### config.mk
export PLATFORM = sky130hd
export DESIGN_NAME = video_mode_cmd_tx
export DESIGN_NICKNAME = d
export VERILOG_FILES = /design/src/rtl/video_mode_cmd_tx.sv
export SDC_FILE = /design/constraint.sdc
export NUM_CORES = 1
export LEC_CHECK = 0
export ABC_AREA = 1
export CAP_MARGIN = 20
export CORE_ASPECT_RATIO = 0.75
export CORE_MARGIN = 2
export CORE_UTILIZATION = 35
export DETAILED_ROUTE_END_ITERATION = 8
export PLACE_DENSITY = 0.58
export SYNTH_ARGS = -nofsm -noshare
export SYNTH_HDL_FRONTEND = slang
export SYNTH_SLANG_ARGS = --single-unit
export TNS_END_PERCENT = 20
### constraint.sdc
create_clock -name clock -period 1.84 [get_ports clock]
set_input_delay 0.368 -clock clock [delete_from_list [all_inputs] [get_ports clock]]
set_output_delay 0.368 -clock clock [all_outputs]
set_load 0.02 [all_outputs]
### src/rtl/video_mode_cmd_tx.sv
`default_nettype none

// Command codes placed on the bus for each video mode. IDLE_CODE must differ
// from all three of these codes.
`ifndef MODE_VGA
`define MODE_VGA   8'h01
`endif
`ifndef MODE_720p
`define MODE_720p  8'h02
`endif
`ifndef MODE_1080p
`define MODE_1080p 8'h03
`endif

// ============================================================================
// Module   : video_mode_cmd_tx
// Brief    : Transmit side of the 8-bit video-mode command bus. Converts
//            valid/ready mode requests into level-coded commands, each held
//            HOLD_CYCLES and followed by GAP_CYCLES of IDLE_CODE so that the
//            receiver always sees a bus change. One-entry pending slot.
// Revision : 1.0 - initial release
// ============================================================================
module video_mode_cmd_tx #(
    parameter int          HOLD_CYCLES = 16,
    parameter int          GAP_CYCLES  = 16,
    parameter logic [7:0]  IDLE_CODE   = 8'h00,
    parameter int          RESEND_SAME = 0
) (
    input  logic       clock,
    input  logic       reset,
    input  logic       req_valid,
    output logic       req_ready,
    input  logic [1:0] req_mode,
    output logic [7:0] data_out,
    output logic       busy,
    output logic [1:0] current_mode,
    output logic       err_invalid
);

    localparam int c_MAX_CYCLES = (HOLD_CYCLES > GAP_CYCLES) ? HOLD_CYCLES : GAP_CYCLES;
    localparam int c_CNT_W      = (c_MAX_CYCLES < 2) ? 1 : $clog2(c_MAX_CYCLES + 1);
    localparam logic [c_CNT_W-1:0] c_HOLD_LOAD = c_CNT_W'(HOLD_CYCLES - 1);
    localparam logic [c_CNT_W-1:0] c_GAP_LOAD  = c_CNT_W'(GAP_CYCLES - 1);
    localparam logic [1:0] c_MODE_INVALID = 2'd3;
    localparam logic [1:0] c_MODE_RESET   = 2'd2;   // receiver power-up default: 1080p

    typedef enum logic [1:0] {
        ST_IDLE = 2'd0,
        ST_SEND = 2'd1,
        ST_GAP  = 2'd2
    } state_t;

    // Bus code for a valid mode
    function automatic logic [7:0] f_code(input logic [1:0] mode);
        case (mode)
            2'd0:    f_code = `MODE_VGA;
            2'd1:    f_code = `MODE_720p;
            default: f_code = `MODE_1080p;
        endcase
    endfunction

    state_t             r_state, w_state;
    logic [c_CNT_W-1:0] r_cnt, w_cnt;
    logic               r_pend_valid, w_pend_valid;
    logic [1:0]         r_pend_mode, w_pend_mode;
    logic               r_ready, w_ready;
    logic [7:0]         r_data, w_data;
    logic               r_busy, w_busy;
    logic [1:0]         r_cur, w_cur;
    logic               r_err, w_err;

    logic               w_accept;
    logic               w_acc_mode;     // accepted request carrying a real mode
    logic               w_cand_valid;
    logic [1:0]         w_cand_mode;
    logic               w_launch;
    logic [1:0]         w_launch_mode;

    assign w_accept   = req_valid && r_ready;
    assign w_acc_mode = w_accept && (req_mode != c_MODE_INVALID);

    // Next-state, launch decision and registered-output values
    always_comb begin
        w_state       = r_state;
        w_cnt         = r_cnt;
        w_pend_valid  = r_pend_valid;
        w_pend_mode   = r_pend_mode;
        w_data        = r_data;
        w_busy        = r_busy;
        w_cur         = r_cur;
        w_err         = w_accept && (req_mode == c_MODE_INVALID);
        w_cand_valid  = 1'b0;
        w_cand_mode   = 2'd0;
        w_launch      = 1'b0;
        w_launch_mode = 2'd0;

        case (r_state)
            ST_IDLE: begin
                if (w_acc_mode && ((req_mode != r_cur) || (RESEND_SAME != 0))) begin
                    w_launch      = 1'b1;
                    w_launch_mode = req_mode;
                end
            end
            ST_SEND: begin
                if (r_cnt == '0) begin
                    w_state = ST_GAP;
                    w_cnt   = c_GAP_LOAD;
                    w_data  = IDLE_CODE;
                end else begin
                    w_cnt = r_cnt - 1'b1;
                end
                if (w_acc_mode) begin
                    w_pend_valid = 1'b1;
                    w_pend_mode  = req_mode;
                end
            end
            ST_GAP: begin
                if (r_cnt == '0) begin
                    // Last gap cycle: the pending slot has priority over a fresh request
                    if (r_pend_valid) begin
                        w_cand_valid = 1'b1;
                        w_cand_mode  = r_pend_mode;
                    end else if (w_acc_mode) begin
                        w_cand_valid = 1'b1;
                        w_cand_mode  = req_mode;
                    end
                    w_pend_valid = 1'b0;
                    if (w_cand_valid && ((w_cand_mode != r_cur) || (RESEND_SAME != 0))) begin
                        w_launch      = 1'b1;
                        w_launch_mode = w_cand_mode;
                    end else begin
                        w_state = ST_IDLE;
                        w_busy  = 1'b0;
                        w_data  = IDLE_CODE;
                    end
                end else begin
                    w_cnt = r_cnt - 1'b1;
                    if (w_acc_mode) begin
                        w_pend_valid = 1'b1;
                        w_pend_mode  = req_mode;
                    end
                end
            end
            default: begin
                w_state = ST_IDLE;
                w_busy  = 1'b0;
                w_data  = IDLE_CODE;
            end
        endcase

        if (w_launch) begin
            w_state = ST_SEND;
            w_cnt   = c_HOLD_LOAD;
            w_data  = f_code(w_launch_mode);
            w_cur   = w_launch_mode;
            w_busy  = 1'b1;
        end

        w_ready = !w_pend_valid;
    end

    // State and output registers
    always_ff @(posedge clock) begin
        if (reset) begin
            r_state      <= ST_IDLE;
            r_cnt        <= '0;
            r_pend_valid <= 1'b0;
            r_pend_mode  <= 2'd0;
            r_ready      <= 1'b1;
            r_data       <= IDLE_CODE;
            r_busy       <= 1'b0;
            r_cur        <= c_MODE_RESET;
            r_err        <= 1'b0;
        end else begin
            r_state      <= w_state;
            r_cnt        <= w_cnt;
            r_pend_valid <= w_pend_valid;
            r_pend_mode  <= w_pend_mode;
            r_ready      <= w_ready;
            r_data       <= w_data;
            r_busy       <= w_busy;
            r_cur        <= w_cur;
            r_err        <= w_err;
        end
    end

    assign req_ready    = r_ready;
    assign data_out     = r_data;
    assign busy         = r_busy;
    assign current_mode = r_cur;
    assign err_invalid  = r_err;

endmodule

`default_nettype wire

==> results of run 1 <==
==> cells by family (layout without fill, tap and decap cells) <==
family | Yosys count | in the layout | share of synthesized area
other | 1 | 6 | 0.00343
xor gates and xnor gates | 1 | 1 | 0.00802
AOI/OAI and AO/OA | 29 | 29 | 0.152
and+or+nand+nor | 64 | 64 | 0.313
adders and majority gates | 5 | 5 | 0.0573
buffers and inverters | 39 | 62 | 0.155
DFF | 17 | 17 | 0.312
==> per-layer routing <==
| metal | track usage | vias up | share of wire |
|---|---|---|---|
| met5 | 0 | - | 0 |
| met1 | 0.228 | 454 | 0.51 |
| li1 | - | 542 | - |
| met4 | 0.0567 | 0 | 0.016 |
| met3 | 0.0452 | 6 | 0.058 |
| met2 | 0.236 | 32 | 0.41 |
==> layout by cell type, fill, tap and decap left out <==
cell             instances
a21oi_1                  9
a21oi_2                  3
a22oi_1                  1
buf_4                   14
clkbuf_8                 3
clkdlybuf4s50_1          8
clkinv_1                 1
clkinvlp_4               1
conb_1                   6
dfxtp_1                 17
dlymetal6s2s_1           3
ha_1                     5
inv_1                   25
inv_2                    7
nand2_1                 26
nand2_2                 10
nand2_4                  5
nand2_8                  1
nand3_1                  4
nand3_2                  3
nand3_4                  1
nand4_1                  6
nor2_1                   7
nor3_1                   1
o211ai_1                 2
o21ai_0                  8
o21ai_1                  5
o31ai_1                  1
xor2_1                   1
==> sequential cells by signal, indices dropped and copies added (netlist names) <==
register,cells
err_invalid,1
data_out,2
r_state,2
current_mode,2
r_pend_mode,2
req_ready,1
r_cnt,5
busy,1
r_pend_valid,1
==> what timing repair did <==
item                                    4_1_cts  5_1_grt
endpoints found under the setup margin        0       10
setup buffers                                 0        3
gates resized for setup                       0       13
==> final timing paths <==
kind	start	end	depth (start not counted)	slack, ns
setup / recovery	current_mode[0]	current_mode[0]	1	0.20
setup reg to reg	r_cnt[0]	r_cnt[2]	11	0.22
hold / removal	data_out[1]	data_out[1]	2	0.47
hold reg to reg	data_out[1]	data_out[1]	2	0.47
==> stage by stage <==
stage | power, mW | TNS [ns]
final | 1.30 | 0
after CTS | 1.27 | 0
after detailed placement | 0.974 | -1.76
after global routing | 1.40 | 0
after floorplan | 0.816 | 0
after global placement | 0.971 | -1.67
==> cell type report <==
class                           count  area (sq um)
Clock buffer                        3          41.3
Clock inverter                      1          7.51
Fill cell                         302          1540
Inverter                           33           124
Multi-Input combinational cell    105           633
Sequential cell                    17           340
Tap cell                           38          47.5
Timing Repair Buffer               25           223
==> report_power, final <==
part | leakage [nW] | total [mW] | internal (mW) | switching (mW)
Combinational | 0.568 | 0.551 | 0.224 | 0.327
Clock | 0.0217 | 0.288 | 0.152 | 0.136
Sequential | 0.140 | 0.458 | 0.418 | 0.0403
Total | 0.729 | 1.30 | 0.795 | 0.503
==> metrics, run 1 <==
status finished clean; CTS root buf clkbuf_8; nets 195; Gate Count Post-Synth 156; Setup WS pre-CTS -0.190 ns; # IOs 18; CP required 1.47 ns; pin count of the biggest net entering global routing 12; CP max FO 4; Max stage delay on crit path 0.63 ns; Rows 17; minimum clock period 1.64 ns; sequential fraction of the synthesis area 0.312; clock skew 0.00477 ns; clk slew on worst S/H paths 0.07 ns; Synth Cell Area 0.00109 sq mm; Post-synth top cells nand2_1, inv_1, dfxtp_1; Final Hold Viols 0; drt wl/cell 11.2 um; Synthesis Warnings 0; Seq cells post-synth 17; CTS Buf Count 3; non-filler cells, final 222; number of flops mapped to enable cells by yosys 0; critical path arrival 1.27 ns; syn avg cell area 7.00 sq um; crit-path cells clkdlybuf4s50_1; grt total ovfl 0; clock sink total 17; post-route ant nets 0; # diodes 0; Hold WS 0.466 ns; core area 0.00296 sq mm; Max Root-Sink Buffers 2; Area Growth Syn to Fin 29.7%; DP Area 0.00131 sq mm; final setup margin 0.199 ns; Final Util 0.479; Post-Layout Inst Area 0.00142 sq mm; # DRC 0; Via Count 1034; Max Slew Vio Count 0; Pleak 0.729 nW; Primary FF master, synth dfxtp_1; Buf+Inv Stages, Crit Path 1; H-tree depth 1; routability cong. 0.883; CTS tree done; first-pass GRT wire length 4270 um; WL final 2490 um; Synth top area share 0.312; family with the most delay on the worst path buffers and inverters; nature of the critical path endpoint primary output; library cells used by synthesis 24; Hold Path Class register to register; period utilization 0.892; initial antenna violation count 0; Max-Cap Viols 0; dpl hpwl 1950 um; Via density 4.66; Max IR drop VDD 0.450 mV; drt first pass iters 4; top post-synthesis cells by area dfxtp_1, nand2_1, inv_1; Crit-path slowest cell clkdlybuf4s50_1; Die Wd 68.5 um; worst skew pair latency 0.25 ns; Pwr per Cell Area 916 mW/mm^2; height of the die 52.4 um; Initial Util 0.369; Post-CTS Hold Fix Bufs 0; FFs w/ async S/R, synth 0; WS Path Type register to primary output; overall die area 0.00359 sq mm; dpl cells 215; crit path launch type register; GRT Total Usage 0.163; final setup fails 0; initial DRC count 40; most area-hungry cell type in the Yosys netlist dfxtp_1; FMAX 609 MHz; share of layout cells above drive strength 1 0.261; vias in the first global route 948; # port buffers 11; top-count cell post-synth nand2_1; RSZ-0062 raised after global routing no
Power figures use the tool's default switching activity.
==> run 2: changes to the inputs <==
==> constraint.sdc (replaced) <==
create_clock -name clock -period 1.6 [get_ports clock]
set_input_delay 0.32 -clock clock [delete_from_list [all_inputs] [get_ports clock]]
set_output_delay 0.32 -clock clock [all_outputs]
set_load 0.02 [all_outputs]
==> run 2 against run 1 <==
Effect of this change: register-to-register slack worse by 0.15 ns; first-iteration DRC count is 20% lower; via count is 7.8% higher; worst hold slack better by 0.0052 ns; sequential power is 15% higher; critical path type unchanged; largest power group unchanged.
==> metrics, run 2 (synthesis gave the netlist of run 1 again) <==
Die Wd 68.5 um; Post-Route M1 WL 1410 um; minimum clock period 1.54 ns; CP required 1.28 ns; Max Root-Sink Buffers 2; share of layout cells above drive strength 1 0.397; crit-path cells clkdlybuf4s50_1; most common cell after layout, fill and taps aside buf_4; initial DRC count 32; overall die area 0.00359 sq mm; logic gate share of total power 0.470; height of the die 52.4 um; vias in the first global route 1159; nets 210; nature of the critical path endpoint primary output; routability cong. 0.873; Max Used Layer met4; first-pass GRT wire length 5160 um; period utilization 0.965; Via density 4.70; family with the most delay on the worst path buffers and inverters; Clk pwr share 0.205; drt wl/cell 11.8 um; post-route ant nets 0; Hold WS 0.471 ns; # diodes 0; crit path launch type register; commonest non-fill, non-tap cells in the layout buf_4, nand2_1, inv_1, nand2_2, dfxtp_1; area of the multi-input gates 656 sq um; Via Count 1115; Max Slew Vio Count 0; met2 wire len 1260 um; # IOs 18; Sw Share 0.389; Setup TNS Final 0 ns; Final Hold Viols 0; Max-Cap Viols 0; met3 wire length 121 um; sequential share of power 0.324; Int Pwr 0.994 mW; Sw Pwr 0.633 mW; pin count of the biggest net entering global routing 12; Pleak 0.776 nW; core area 0.00296 sq mm; CTS root buf clkbuf_8; Area Growth Syn to Fin 42.5%; CP max FO 2; Crit-path slowest cell clkdlybuf4s50_1; worst skew pair latency 0.25 ns; dpl hpwl 2130 um; critical path arrival 1.22 ns; initial antenna violation count 0; grt total ovfl 0; Hold Path Class register to register; CTS Buf Count 3; Initial Util 0.369; clock skew 0.00498 ns; CTS tree done; WL final 2800 um; drt first pass iters 4; GRT Total Usage 0.190; WS Path Type register to primary output; Max IR drop VDD 0.454 mV; final setup fails 0; clock sink total 17; Post-CTS Hold Fix Bufs 0; # port buffers 11; max FFs per register 5; Rows 17; Biggest register r_cnt; Pwr per Cell Area 1040 mW/mm^2; status finished clean; clk slew on worst S/H paths 0.07 ns; Buf+Inv Stages, Crit Path 1; Max stage delay on crit path 0.61 ns; RSZ-0062 raised after global routing yes; # fillers 287; H-tree depth 1; # DRC 0; FMAX 648 MHz; FF+latch area 349 sq um
## run 2: cell types whose count changed in the layout (fill, tap and decap cells not counted), sizes merged
| cell | change |
|---|---|
| dlygate4sd2 | +4 |
| dlymetal6s2s | -2 |
| buf | +15 |
| clkdlybuf4s50 | -2 |
## run 2: layout make-up
type | instances | share of cell area
multi-input combinational | 105 | 0.421
sequential | 17 | 0.224
timing repair buffer | 40 | 0.211
inverter | 33 | 0.0812
tap | 38 | 0.0305
clock buffer | 3 | 0.0265
clock inverter | 1 | 0.00482
## run 2: per-stage QoR
step	power (mW)	std cells	setup slack [ns]	cell area, sq um	util
floorplan	0.938	161	0.0952	1110	-
global placement	1.17	224	-0.373	1370	0.465
detailed placement	1.18	224	-0.382	1370	0.465
CTS	1.56	236	0.0134	1500	0.507
global route	1.75	237	-0.0579	1560	0.526
finish	1.63	237	0.0559	1560	0.526
## run 2: final timing paths
kind                from           to  slack (ns)  depth (start not counted)
max                 busy         busy        0.06                          1
max reg2reg   r_state[0]     r_cnt[3]        0.07                         10
min reg2reg  data_out[0]  data_out[0]        0.47                          2
min          data_out[0]  data_out[0]        0.47                          2
## run 2: layer usage
metal,GRT usage,vias to the layer above
met2,0.300,26
met1,0.265,515
li1,-,572
met3,0.0452,2
met5,0,-
met4,0.0333,0
## run 2: power by group through the flow
stage | Combinational, mW | Clock, mW | Sequential [mW]
after floorplan | 0.387 | 0 | 0.551
after global placement | 0.638 | 0 | 0.528
after detailed placement | 0.647 | 0 | 0.529
after CTS | 0.698 | 0.343 | 0.521
after global routing | 0.854 | 0.363 | 0.535
final | 0.765 | 0.334 | 0.527
## run 2: timing repair
action,4_1_cts,5_1_grt
pin swaps,7,8
resized for setup,15,22
setup endpoints to repair,12,16
setup buffers,8,1
cloned,0,0
## run 2: tightest hold or removal path: cells and delay by family (launching register included)
kind	cells	cell delay, ns
flip-flops	1	0.31
AND/OR/NAND/NOR	1	0.07
AO/OA/AOI/OAI	1	0.05
